**src/rtl/beta_fetch_unit.sv**
```systemverilog
// Decoupled Beta instruction-fetch front end: fetch PC, one in-flight memory request, prefetch FIFO.
// Optional user-mode interrupt path enabled by defining FETCH_IRQ_EN.
module beta_fetch_unit #(
   parameter int unsigned       XLEN      = 32,
   parameter int unsigned       BUF_DEPTH = 2,
   parameter logic [XLEN-1:0]   RESET_VEC = 32'h0000_0000,
   parameter logic [XLEN-1:0]   ILLOP_VEC = 32'h0000_0004,
   parameter logic [XLEN-1:0]   XADR_VEC  = 32'h0000_0008
) (
   input  logic            clk,
   input  logic            RESET,
   output logic            imem_req,
   output logic [XLEN-1:0] imem_addr,
   input  logic            imem_rvalid,
   input  logic [31:0]     imem_rdata,
   input  logic            redir_valid,
   input  logic [2:0]      PCSEL,
   input  logic [XLEN-1:0] BRTGT,
   input  logic [XLEN-1:0] JT,
   output logic            id_valid,
   input  logic            id_ready,
   output logic [31:0]     id_instr,
   output logic [XLEN-1:0] id_pc,
   output logic [XLEN-1:0] id_pc4
`ifdef FETCH_IRQ_EN
   ,
   input  logic            IRQ,
   output logic            irq_taken,
   output logic [XLEN-1:0] irq_save_pc
`endif
);

   localparam int unsigned AW = (BUF_DEPTH > 1) ? $clog2(BUF_DEPTH) : 1;
   localparam int unsigned CW = AW + 1;
   localparam int unsigned OW = AW + 2;

   logic [XLEN-1:0] fetch_pc;
   logic [XLEN-1:0] req_pc;
   logic            outstanding;
   logic            discard;

   logic [31:0]     fifo_instr [BUF_DEPTH];
   logic [XLEN-1:0] fifo_pc    [BUF_DEPTH];
   logic [AW-1:0]   rd_ptr;
   logic [AW-1:0]   wr_ptr;
   logic [AW-1:0]   rd_next;
   logic [CW-1:0]   count;

   logic            redirect;
   logic            irq_take;
   logic            flush;
   logic            pop;
   logic            resp_live;
   logic            push;
   logic            out_after;
   logic            inflight_after;
   logic            can_issue;
   logic            issue;
   logic [OW-1:0]   occ;
   logic [XLEN-1:0] redir_pc;
   logic [XLEN-1:0] flush_pc;
   logic [XLEN-1:0] save_pc;

   logic unused_bits;
   assign unused_bits = ^{BRTGT[XLEN-1], BRTGT[1:0], JT[1:0]};

   assign id_valid  = (count != '0);
   assign id_instr  = fifo_instr[rd_ptr];
   assign id_pc     = fifo_pc[rd_ptr];
   assign id_pc4    = {id_pc[XLEN-1], id_pc[XLEN-2:0] + (XLEN-1)'(4)};
   assign imem_addr = {1'b0, fetch_pc[XLEN-2:2], 2'b00};
   assign imem_req  = issue;
   assign rd_next   = rd_ptr + AW'(1);

   always_comb begin
      redirect  = redir_valid && (PCSEL != 3'd0);
      irq_take  = 1'b0;
`ifdef FETCH_IRQ_EN
      irq_take  = IRQ && !fetch_pc[XLEN-1] && !RESET && !redirect;
`endif
      flush     = redirect || irq_take;
      pop       = id_valid && id_ready;
      resp_live = imem_rvalid && !discard;
      push      = resp_live && !flush && !RESET;
      out_after = outstanding && !resp_live;
      inflight_after = (outstanding || discard) && !imem_rvalid;
      // Occupancy counts this cycle's push and pop so a full FIFO never receives a response.
      occ       = OW'(count) + OW'(push) + OW'(out_after) - OW'(pop);
      can_issue = (!outstanding && !discard) || imem_rvalid;
      issue     = !RESET && !flush && can_issue && (occ < OW'(BUF_DEPTH));

      redir_pc = {1'b1, ILLOP_VEC[XLEN-2:0]};
      unique case (PCSEL)
         3'd1:    redir_pc = {fetch_pc[XLEN-1], BRTGT[XLEN-2:2], 2'b00};
         3'd2:    redir_pc = {fetch_pc[XLEN-1] & JT[XLEN-1], JT[XLEN-2:2], 2'b00};
         3'd4:    redir_pc = {1'b1, XADR_VEC[XLEN-2:0]};
         default: redir_pc = {1'b1, ILLOP_VEC[XLEN-2:0]};
      endcase
      flush_pc = redirect ? redir_pc : {1'b1, XADR_VEC[XLEN-2:0]};

      // Oldest instruction not yet handed to decode.
      if (count > CW'(pop))
         save_pc = pop ? fifo_pc[rd_next] : fifo_pc[rd_ptr];
      else if (outstanding)
         save_pc = req_pc;
      else
         save_pc = fetch_pc;
   end

   always_ff @(posedge clk) begin
      if (RESET) begin
         fetch_pc    <= {1'b1, RESET_VEC[XLEN-2:0]};
         req_pc      <= '0;
         outstanding <= 1'b0;
         discard     <= inflight_after;
         rd_ptr      <= '0;
         wr_ptr      <= '0;
         count       <= '0;
      end else if (flush) begin
         fetch_pc    <= flush_pc;
         outstanding <= 1'b0;
         discard     <= inflight_after;
         rd_ptr      <= '0;
         wr_ptr      <= '0;
         count       <= '0;
      end else begin
         if (issue) begin
            fetch_pc    <= {fetch_pc[XLEN-1], fetch_pc[XLEN-2:0] + (XLEN-1)'(4)};
            req_pc      <= fetch_pc;
            outstanding <= 1'b1;
         end else if (resp_live) begin
            outstanding <= 1'b0;
         end
         if (discard && imem_rvalid)
            discard <= 1'b0;
         if (push) begin
            fifo_instr[wr_ptr] <= imem_rdata;
            fifo_pc[wr_ptr]    <= req_pc;
            wr_ptr             <= wr_ptr + AW'(1);
         end
         if (pop)
            rd_ptr <= rd_next;
         count <= count + CW'(push) - CW'(pop);
      end
   end

`ifdef FETCH_IRQ_EN
   always_ff @(posedge clk) begin
      if (RESET) begin
         irq_taken   <= 1'b0;
         irq_save_pc <= '0;
      end else begin
         irq_taken <= irq_take;
         if (irq_take)
            irq_save_pc <= save_pc;
      end
   end
`else
   logic unused_save;
   assign unused_save = ^save_pc;
`endif

endmodule

```
**config.mk**
```make
export PLATFORM = sky130hd
export DESIGN_NAME = beta_fetch_unit
export DESIGN_NICKNAME = d
export VERILOG_FILES = /design/src/rtl/beta_fetch_unit.sv
export SDC_FILE = /design/constraint.sdc
export NUM_CORES = 1
export LEC_CHECK = 0
export BUFFER_PORTS_ARGS = -buffer_cell sky130_fd_sc_hd__buf_2
export CORE_UTILIZATION = 26
export DETAILED_ROUTE_END_ITERATION = 12
export PLACE_DENSITY = 0.58
export SYNTH_ARGS = -nofsm -noshare
export SYNTH_HDL_FRONTEND = slang
export SYNTH_SLANG_ARGS = --single-unit
```
**constraint.sdc**
```tcl
create_clock -name clk -period 3.9 [get_ports clk]
set_input_delay 0.195 -clock clk [delete_from_list [all_inputs] [get_ports clk]]
set_output_delay 0.195 -clock clk [all_outputs]
set_load 0.02 [all_outputs]
```
==> results.toml <==
[timing]
fin_crit_ps = 3630
hold_viol = 0
setup_ws_ps = 274
setup_tns_ps = 0
max_freq_mhz = 276
rsz0062_at_grt = "no"
period_share_pct = 93.0
tightest_slew_ps = 1130
slew_headroom_pct = 24.3
setup_viol = 0
finalMaxSlewViolations = 0
fin_skew_ps = 23.9

[finish]
fillCellCount = 3557
drive_gt1_share_pct = 33.6
synthToLayoutAreaGrowth_pct = 26.0
fin_nets = 1122
instances_no_fill = 1479
antennaDiodeCount = 0
final_area_um2 = 11400

[yosys]
synth-edff-count = 125
synth_most_common_cell = "edfxtp_1"
synth.mux.area_fraction_pct = 8.00
syn_inst = 797
yosys_warnings = 0
avgSynthCellArea_um2 = 11.4
synth-compound-area-share_pct = 11.7
synth.area.top_cells = "edfxtp_1, dfxtp_1, mux2_2"
synth-adder-area-share_pct = 1.05
synth_top_area_share_pct = 41.4
synth_cell_types = 63
synth_area_um2 = 9080
yosysSeqAreaShare_pct = 55.9
synth_top_cell_by_area = "edfxtp_1"
synth_ff_type = "edfxtp_1"
ys_ff_latch = 191
synth_top_family_by_area = "simple AND/OR/NAND/NOR gates"
yosys.area_share.simple_pct = 14.3
synth-xor-area-share_pct = 3.09
yosys-top-cells-count = "edfxtp_1, nand2_1, dfxtp_1"
synthArstFlopShare_pct = 0

[pwr]
comb_power_share_pct = 11.1
switchingPower_mw = 1.15
pwr_density_cell_nw_per_um2 = 391
power.share.clock_pct = 38.6
peakVddDrop_mv = 0.289
internal_power_mw = 3.32
pwr-share-seq_pct = 50.3
p_leak_nw = 4.25
switching_share_pct = 25.8

[hold_path]
hold_path_class = "input port to register"
hold_start = "JT[18]"

[global_routing]
grt_usage_pct = 13.8
antenna_found_initial = 1
grt_pass1_vias = 6468
grt-ovfl-total = 0
grt_pass1_wl_um = 37800
grt_max_degree = 63

[place]
hpwl_um = 18200
globalplace.congestion = 0.809
portBuffers = 221
place_inst = 1414
dpl_cell_area_um2 = 10500
pre_cts_ws_ps = 225

[floorplan]
die_h_um = 189
fp.dieW_um = 189
row_count = 68
start_util_pct = 26.3
die-area_um2 = 35700
fp.coreArea_um2 = 34500
design.portCount = 234

[setup_path]
crit_start = "count[1]"
cp-end-kind = "output port"
path_class = "register to output port"
path_max_fanout = 55
start_kind = "register"
arrival_ps = 3430
timing.rr.start = "count[1]"
cp_data_required_time_ps = 3700
r2r_slack_ps = 360

[routing]
drt_wl_total_um = 25000
dr.pass1.iters = 5
met2_length_um = 11400
wl_met1_um = 11800
drt_iter0_drc = 419
drc = 0
num_vias = 6927
routed.top_layer = "met4"
ant_nets = 0
wl_met3_um = 1600
viasPerCell = 4.68
wire_per_inst_um = 16.9

[clock_network]
cts_tree = "yes"
clkTransAtPathRegs_ps = 90
root_buffer = "clkbuf_16"
worstSkewPairLatency_ps = 440
clkSinkCount = 191
ctsLongestPathBuffers = 2
htreeDepth = 4
cts_buffers = 17

[run]
max_cap_violations = 0

[run_status]
outcome = "finished, final reports clean"
[area by class of cell]
cell class | count | area (um2) | share of cell area (%)
clock buffers | 21 | 480 | 4.20
clock inverters | 11 | 114 | 0.996
repair buffers | 273 | 1590 | 13.9
well taps | 455 | 569 | 4.98
inverters | 17 | 63.8 | 0.558
multi-input cells | 511 | 3540 | 31.0
flip-flops and latches | 191 | 5080 | 44.4
[through the flow]
step / hold slack [ps] / power [mW] / utilization [%]
floorplan: 294 / 2.57 / -
global placement: 384 / 2.75 / 30.5
detailed placement: 389 / 2.76 / 30.5
CTS: 39.6 / 4.53 / 33.2
global route: 66.2 / 4.65 / 33.2
finish: 64.1 / 4.47 / 33.2
[layer usage]
layer	vias up	track usage, %
met3	16	3.11
met4	0	3.54
met1	3288	19.0
met5	-	0
met2	251	21.8
li1	3372	-
[sequential cells by signal, indices dropped and copies added (netlist names), named ones only]
signal	flops
fetch_pc	30
outstanding	1
wr_ptr	1
rd_ptr	1
discard	1
fifo_pc	60
req_pc	30
fifo_instr	64
count	2
[cells by family (layout without fill, tap and decap cells)]
logic type                 Yosys count  count (layout)
and+or+nand+nor                    243             243
muxes                               66              66
AOI/OAI and AO/OA                  156             156
adders and majority gates            7               7
xor gates and xnor gates            32              32
other                                1               7
DFF                                191             191
buffers and inverters              101             322
[critical path, stage by stage, from the launching register on]
cell     delay, ps
dfxtp_1        340
or2_2          300
and2_1         190
ha_1           280
inv_1           50
ha_1           280
a21o_1         180
fa_1           370
xnor2_1        190
nor4b_4        320
buf_12         270
buf_2          210
[cells in the final DEF, fill, tap and decap left out, drive strengths merged, types with 7 or more instances in the layout]
master / instances
nor4: 8
clkbuf: 21
nor2: 28
mux2i: 14
mux2: 52
edfxtp: 125
a211oi: 16
nand3: 27
a22oi: 22
a22o: 8
nor3: 15
and3: 10
inv: 23
nand2: 68
xnor2: 27
a21oi: 31
dfxtp: 66
o21ai: 41
conb: 7
nand2b: 28
dlygate4sd3: 32
buf: 241
nand4: 25
[path summary, 6_finish.rpt]
path	endpoint	cells past startpoint
worst max-delay path	imem_req	11
worst min-delay path	fetch_pc[18]	3
worst max register to register	fetch_pc[11]	12
worst min register to register	fifo_pc[0][4]	0
[what timing repair did]
action / CTS / global route
cloned: 0 / 0
buffers inserted: 1 / 0
endpoints found under the setup margin: 1 / 1
hold buffers: 32 / 0
endpoints found under the hold margin: 64 / 0
pin swaps: 0 / 0
resized for setup: 0 / 1
[power groups by stage]
stage / clock network, mW / logic (mW) / registers [mW]
final: 1.73 / 0.496 / 2.25
after global routing: 1.86 / 0.541 / 2.25
after CTS: 1.79 / 0.500 / 2.25
after floorplan: 0 / 0.306 / 2.27
after detailed placement: 0 / 0.472 / 2.29
after global placement: 0 / 0.465 / 2.29
Power figures use the tool's default switching activity.
